`config.mk`:
```
export PLATFORM = sky130hd
export DESIGN_NAME = err_ctrl_distributor
export DESIGN_NICKNAME = d
export VERILOG_FILES = /design/src/rtl/err_ctrl_distributor.sv
export SDC_FILE = /design/constraint.sdc
export NUM_CORES = 1
export LEC_CHECK = 0
export CAP_MARGIN = 40
export CELL_PAD_IN_SITES_DETAIL_PLACEMENT = 1
export CELL_PAD_IN_SITES_GLOBAL_PLACEMENT = 1
export CORE_MARGIN = 4
export CORE_UTILIZATION = 46
export CTS_CLUSTER_SIZE = 16
export DETAILED_ROUTE_END_ITERATION = 8
export MAX_ROUTING_LAYER = met4
export PLACE_DENSITY = 0.95
export SYNTH_ARGS = -nofsm -noshare
export SYNTH_HDL_FRONTEND = slang
export SYNTH_SLANG_ARGS = --single-unit
```
`constraint.sdc`:
```
create_clock -name clk -period 4.7 [get_ports clk]
set_input_delay 0.47 -clock clk [delete_from_list [all_inputs] [get_ports clk]]
set_output_delay 0.47 -clock clk [all_outputs]
set_load 0.01 [all_outputs]
```
`src/rtl/err_ctrl_distributor.sv`:
```
// Routes error-injection commands to N_SUB per-channel mask generators.
// Optional broadcast on the all-ones channel index: define ERR_SPLIT_BCAST_EN.

module err_ctrl_lane #(
  parameter int SUB_W = 8,
  parameter int CNT_W = 8
) (
  input  logic             clk,
  input  logic             rst_n,
  input  logic             abort,
  input  logic             hit,
  input  logic [1:0]       mode,
  input  logic [SUB_W-1:0] mask,
  input  logic [CNT_W-1:0] len,
  output logic [SUB_W-1:0] err,
  output logic             active,
  output logic             act_nxt
);
  localparam logic [1:0] M_ONE = 2'd0, M_BURST = 2'd1, M_CONT = 2'd2, M_STOP = 2'd3;

  typedef enum logic [1:0] {IDLE, ACTIVE_ONE, ACTIVE_BURST, ACTIVE_CONT} state_t;

  state_t           state_q, state_d;
  logic [CNT_W-1:0] cnt_q, cnt_d;
  logic [SUB_W-1:0] mask_d;

  always_ff @(posedge clk or negedge rst_n) begin
    if (!rst_n) begin
      state_q <= IDLE;
      cnt_q   <= '0;
      err     <= '0;
      active  <= 1'b0;
    end else begin
      state_q <= state_d;
      cnt_q   <= cnt_d;
      err     <= mask_d;
      active  <= act_nxt;
    end
  end

  always_comb begin
    state_d = state_q;
    cnt_d   = cnt_q;
    mask_d  = err;
    unique case (state_q)
      IDLE: if (hit) begin
        unique case (mode)
          M_ONE:   begin state_d = ACTIVE_ONE;  mask_d = mask; end
          M_BURST: begin
            state_d = ACTIVE_BURST;
            mask_d  = mask;
            cnt_d   = (len == '0) ? CNT_W'(1) : len;
          end
          M_CONT:  begin state_d = ACTIVE_CONT; mask_d = mask; end
          default: ;
        endcase
      end
      ACTIVE_ONE:   state_d = IDLE;
      ACTIVE_BURST: if (cnt_q <= CNT_W'(1)) state_d = IDLE;
                    else cnt_d = cnt_q - CNT_W'(1);
      default: ;
    endcase
    if (hit && mode == M_STOP) state_d = IDLE;
    if (abort)                 state_d = IDLE;
    // Idle lanes output zero and park the counter so it never wraps.
    if (state_d == IDLE) begin
      mask_d = '0;
      cnt_d  = '0;
    end
    act_nxt = (state_d != IDLE);
  end
endmodule

module err_ctrl_distributor #(
  parameter int N_SUB = 4,
  parameter int SUB_W = 8,
  parameter int CNT_W = 8,
  localparam int CH_W = $clog2(N_SUB) + 1
) (
  input  logic                   clk,
  input  logic                   rst_n,
  input  logic                   cmd_valid,
  output logic                   cmd_ready,
  input  logic [CH_W-1:0]        cmd_chan,
  input  logic [1:0]             cmd_mode,
  input  logic [SUB_W-1:0]       cmd_mask,
  input  logic [CNT_W-1:0]       cmd_len,
  input  logic                   abort,
  output logic [N_SUB*SUB_W-1:0] sub_err_ctrl,
  output logic [N_SUB-1:0]       sub_active,
  output logic                   busy,
  output logic                   bad_chan
);
  localparam logic [1:0] M_STOP = 2'd3;

  logic                        chan_ok, sel_act, bcast, fire;
  logic [N_SUB-1:0]            hit, act_nxt;
  logic [N_SUB-1:0][SUB_W-1:0] lane_err;

  assign chan_ok = (cmd_chan < CH_W'(N_SUB));

  always_comb begin
    sel_act = 1'b0;
    for (int i = 0; i < N_SUB; i++)
      if (cmd_chan == CH_W'(i)) sel_act = sub_active[i];
  end

`ifdef ERR_SPLIT_BCAST_EN
  assign bcast     = (cmd_chan == '1);
  assign cmd_ready = !abort && (bcast ? (!busy || cmd_mode == M_STOP)
                                      : (cmd_mode == M_STOP || !chan_ok || !sel_act));
`else
  assign bcast     = 1'b0;
  assign cmd_ready = !abort && (cmd_mode == M_STOP || !chan_ok || !sel_act);
`endif

  assign fire = cmd_valid && cmd_ready;

  for (genvar g = 0; g < N_SUB; g++) begin : g_lane
    assign hit[g] = fire && (bcast || cmd_chan == CH_W'(g));
    err_ctrl_lane #(.SUB_W(SUB_W), .CNT_W(CNT_W)) u_lane (
      .clk     (clk),
      .rst_n   (rst_n),
      .abort   (abort),
      .hit     (hit[g]),
      .mode    (cmd_mode),
      .mask    (cmd_mask),
      .len     (cmd_len),
      .err     (lane_err[g]),
      .active  (sub_active[g]),
      .act_nxt (act_nxt[g])
    );
  end

  assign sub_err_ctrl = lane_err;

  always_ff @(posedge clk or negedge rst_n) begin
    if (!rst_n) begin
      busy     <= 1'b0;
      bad_chan <= 1'b0;
    end else begin
      busy <= |act_nxt;
      if (fire && !chan_ok && !bcast) bad_chan <= 1'b1;
    end
  end
endmodule

```
==> out/metrics.yaml, run 1 <==
critPathKind: "primary input to output port"
cts_max_level: 3
cap_violations: 0
start_kind: "primary input"
cts_num_sinks: 78
route.vias.total: 4241
fp.dieW_um: 109
arrival_ps: 2910
setup-violations-final: 0
overflow: 0
dr.pass1.iters: 4
clkLatencyLatePin_ps: 360
post-cts-setup-buffer-count: 0
cts_resized: 0
ff2ff_setup_slack_ps: 2070
synth_flop_cell: "dfrtp_1"
setup_tns_ps: 0
place_ws_ps: 1360
grt_first_pass_wirelength_um: 24500
synth.most_common_cell: "dfrtp_1"
status: "complete, no violations"
hold_viol_final: 0
floorplan.initialDensity_pct: 47.6
hp-class: "primary input to asynchronous set/reset pin"
gp_congestion: 0.923
port_buffers: 63
syn_nets: 541
pwr-share-comb_pct: 8.8
die_area_sq_um: 11900
p_sw_share_pct: 26.4
drc: 0
synthesis.area_sq_um: 4690
async_reset_ff_share_pct: 100
fin_util_pct: 56.3
power_frac_clock_pct: 39.5
synth.distinct_cells: 75
netlist_top_cells_count: "dfrtp_1, nor2_1, nand2_1"
finalCritPeriodShare_pct: 71.9
first_iter_violations: 305
max-vdd-ir-drop_mv: 0.202
grt_antenna_before_repair: 0
grt_pass1_vias: 4620
drt-total-wl_um: 15200
core_region_area_sq_um: 9860
crit_required_ps: 4230
grt_setup_unrepaired: "no"
antenna_cells: 0
synth_seq_cells: 78
fin_crit_ps: 3380
area_growth_pct: 18.5
ios: 64
hold_buffers: 0
drive_above_1_share_pct: 10.2
p_seq_share_pct: 51.7
p_leak_nw: 2.21
dp_hpwl_um: 11000
fmax_ghz: 0.296
nets: 592
synth_top_area_share_pct: 41.6
cts.reportedPaths.clkPinSlew_ps: 90
grt_max_degree: 44
syn_inst: 503
ant_nets: 0
yosysSeqAreaShare_pct: 41.6
synth-edff-count: 0
p_switching_mw: 0.343
via_per_inst: 6.13
slew_viol_final: 0
dieHeight_um: 109
yosysWarnings: 0
synthTopCellsByArea: "dfrtp_1, mux2i_1, nor2_1"
synth_area_per_cell_sq_um: 9.33
fin_area_sq_um: 5560
cts_buffers: 9
row_count: 36
cp-end-kind: "output port"
p_int_mw: 0.959
wl_per_cell_um: 21.9
tritoncts: "done"
fillers: 1130
tightest_slew_ps: 877
p_per_area_nw_per_um2: 234
fin_cells: 692
fin_ws_ps: 1320
yosys.area.top_type: "dfrtp_1"
place_area_sq_um: 5370
placedCellCount: 676
worst-path-max-fanout: 9
relSlewSlack_pct: 41.5
fin_skew_ps: 7.78
cts_root_buf: "clkbuf_8"
track_usage_pct: 27.9
cts_buffer_depth: 2
## metrics by stage
stage          hold slack [ps]  power (mW)
6_report                  60.4        1.30
5_1_grt                   97.7        1.35
4_1_cts                   80.5        1.31
3_5_place_dp               447       0.800
3_3_place_gp               444       0.793
2_1_floorplan              174       0.735
## cells by family (layout without fill, tap and decap cells)
family,Yosys count,count (layout),share of synthesized area (%)
simple gates,197,197,21.7
compound gates,129,129,20.1
flops,78,78,41.6
buf+inv,49,105,4.93
mux,37,37,8.19
fa+ha+maj,13,13,3.47
## power groups by stage
stage	Clock (mW)	Combinational [mW]	Sequential, mW
final	0.515	0.115	0.673
after global routing	0.554	0.124	0.673
after floorplan	0	0.0493	0.686
after CTS	0.517	0.115	0.673
after global placement	0	0.106	0.686
after detailed placement	0	0.114	0.687
## layer usage
metal	global-route usage [%]	up-vias	wire length [um]
li1	-	1910	-
met1	33.2	2142	6150
met2	45.7	155	7530
met3	6.10	34	1010
met4	11.9	0	486
met5	-	-	0
## worst paths after layout
path,depth (start not counted),end,from
min in group clk,1,bad_chan$_DFFE_PN0P_,bad_chan$_DFFE_PN0P_
setup / recovery,6,cmd_ready,cmd_mode[0]
setup reg to reg,5,busy$_DFF_PN0_,g_lane[2].u_lane.cnt_q[6]$_DFFE_PN0P_
hold / removal,1,g_lane[0].u_lane.cnt_q[5]$_DFFE_PN0P_,rst_n
hold reg to reg,1,bad_chan$_DFFE_PN0P_,bad_chan$_DFFE_PN0P_
max in group asynchronous,2,g_lane[0].u_lane.err[1]$_DFFE_PN0P_,rst_n
## cells in the final DEF (no fill, tap or decap), types with 3 or more instances in the layout
cell type and count:
o41ai_1 6, a22oi_1 4, nand3_1 8, a31oi_1 8
nand2b_1 9, dfrtp_1 78, nor2b_1 7, a21oi_1 34
o31a_1 3, clkdlybuf4s50_1 62, o211ai_1 3, o21ai_1 11
nand2_1 43, nor2_2 4, o31ai_1 7, or3_1 6
or4_1 7, or2_2 9, nor2_1 65, clkbuf_8 9
nor4_1 4, a32oi_1 3, inv_1 21, ha_1 13
mux2i_1 35, inv_2 4, nor3_1 14, o21ai_0 20
nand4_1 6
## registers in the layout, indices dropped and copies added (netlist names)
name,count
bad_chan,1
busy,1
g_lane.u_lane.active,4
g_lane.u_lane.cnt_q,32
g_lane.u_lane.err,32
g_lane.u_lane.state_q,8
## critical path, cell delays in order
cell and delay, ps:
clkdlybuf4s50_1 490, ha_1 390, or3_1 520, o32ai_4 410, nor2_1 120, clkdlybuf4s50_1 510
## final cells by class
| type | instances | area (sq um) | area share (%) |
|---|---|---|---|
| well taps | 133 | 166 | 2.99 |
| multi-input cells | 376 | 2510 | 45.1 |
| inverters | 25 | 93.8 | 1.69 |
| flip-flops and latches | 78 | 1950 | 35.1 |
| clock inverters | 5 | 58.8 | 1.06 |
| clock buffers | 11 | 131 | 2.36 |
| repair buffers | 64 | 648 | 11.7 |
Note: power is estimated with default switching activity, not from simulation.
==> inputs of run 2 (changes only) <==
Settings changed: CORE_UTILIZATION 46 to 38, PLACE_DENSITY 0.95 to 0.85.
Clock period 4.7 ns to 2.9 ns, I/O delays scaled along.
==> out/metrics.yaml, run 2 (same netlist as run 1, synthesis figures left out) <==
status: "complete, no violations"
crit_top_cell: "clkdlybuf4s50_1"
arrival_ps: 2450
track_usage_pct: 22.3
tightest_slew_ps: 816
route.vias.total: 4178
hp-class: "primary input to asynchronous set/reset pin"
fin_ws_ps: 157
setup_tns_ps: 0
dp_hpwl_um: 10700
grt_antenna_before_repair: 0
fin_crit_ps: 2740
critPathKind: "primary input to output port"
fin_skew_ps: 7.01
relSlewSlack_pct: 45.6
cts_num_sinks: 78
critPathMaxStageDelay_ps: 570
tritoncts: "done"
setup-violations-final: 0
cap_violations: 0
dieHeight_um: 119
first_iter_violations: 334
place_ws_ps: 158
cts_root_buf: "clkbuf_16"
dr.pass1.iters: 4
cts_buffers: 9
hold_buffers: 1
p_leak_nw: 2.32
core_region_area_sq_um: 12100
ant_nets: 0
path_cells: "clkdlybuf4s50_1 -> ha_1 -> buf_4 -> o32ai_4 -> nor2_1 -> clkdlybuf4s50_1"
grt_setup_unrepaired: "no"
nets: 606
p_per_area_nw_per_um2: 409
cp-end-kind: "output port"
gp_congestion: 0.903
reg.largest.list: "g_lane.u_lane.cnt_q x32, g_lane.u_lane.err x32, g_lane.u_lane.state_q x8"
cts_resized: 0
grt_first_pass_wirelength_um: 24100
floorplan.initialDensity_pct: 38.9
p_total_mw: 2.38
cts_buffer_depth: 2
slew_viol_final: 0
start_kind: "primary input"
finalCritPeriodShare_pct: 94.6
drt-total-wl_um: 14800
via_per_inst: 5.64
crit_required_ps: 2610
ios: 64
grt_max_degree: 56
fmax_ghz: 0.365
cts_max_level: 3
wl_per_cell_um: 19.9
post-cts-setup-buffer-count: 0
drc: 0
clkLatencyLatePin_ps: 350
max-vdd-ir-drop_mv: 0.339
crit_slowest_cell: "o32ai_4"
worst-path-max-fanout: 9
antenna_cells: 0
mostFrequentLayoutCells: "dfrtp_1, nor2_1, clkdlybuf4s50_1, nand2_1, mux2i_1"
layout_commonest_cell: "dfrtp_1"
cts.reportedPaths.clkPinSlew_ps: 70
fp.dieW_um: 119
hold_viol_final: 0
die_area_sq_um: 14200
overflow: 0
port_buffers: 63
grt_pass1_vias: 4479
area_growth_pct: 23.8
row_count: 40
drive_above_1_share_pct: 12.6
==> run 2: area by class of cell <==
type | instances | area, sq um
fill | 1388 | 6250
clock buffer | 9 | 225
multi-input combinational | 376 | 2510
clock inverter | 7 | 55.1
tap | 168 | 210
timing repair buffer | 78 | 763
inverter | 25 | 93.8
sequential | 78 | 1950
==> run 2: worst paths after layout <==
check	from	endpoint	slack (ps)	cells after the start
setup / recovery	cmd_mode[0]	cmd_ready	160	6
hold / removal	rst_n	g_lane[0].u_lane.state_q[0]$_DFF_PN0_	400	2
setup reg to reg	g_lane[3].u_lane.cnt_q[3]$_DFFE_PN0P_	g_lane[3].u_lane.cnt_q[4]$_DFFE_PN0P_	640	6
hold reg to reg	bad_chan$_DFFE_PN0P_	bad_chan$_DFFE_PN0P_	470	1
max in group asynchronous	rst_n	g_lane[1].u_lane.state_q[1]$_DFF_PN0_	1900	3
min in group clk	bad_chan$_DFFE_PN0P_	bad_chan$_DFFE_PN0P_	470	1
==> run 2: per-layer routing <==
layer | wire [um] | track usage (%) | up-vias
met5 | 0 | - | -
met4 | 269 | 7.31 | 0
met1 | 6640 | 27.9 | 2108
met3 | 1260 | 8.97 | 19
met2 | 6610 | 32.9 | 118
li1 | - | - | 1933
==> run 2: power breakdown <==
group	switching (mW)	internal (mW)	leakage [nW]
logic	0.123	0.0744	1.10
registers	0.00276	1.09	1.08
clock network	0.498	0.588	0.133
total	0.624	1.75	2.32
==> run 2: critical path, delay by kind of cell <==
kind,cells,cell delay [ps]
fa+ha+maj,1,290
buf+inv,3,1170
simple gates,1,130
compound gates,1,570
==> run 2: per-stage QoR <==
stage / instance area [sq um] / util, % / hold WS [ps] / cells
2_1_floorplan: 4690 / - / -5.59 / 503
3_3_place_gp: 5490 / 45.5 / 452 / 723
3_5_place_dp: 5520 / 45.7 / 230 / 724
4_1_cts: 5810 / 48.1 / 398 / 741
5_1_grt: 5810 / 48.1 / 431 / 741
6_report: 5810 / 48.1 / 399 / 741
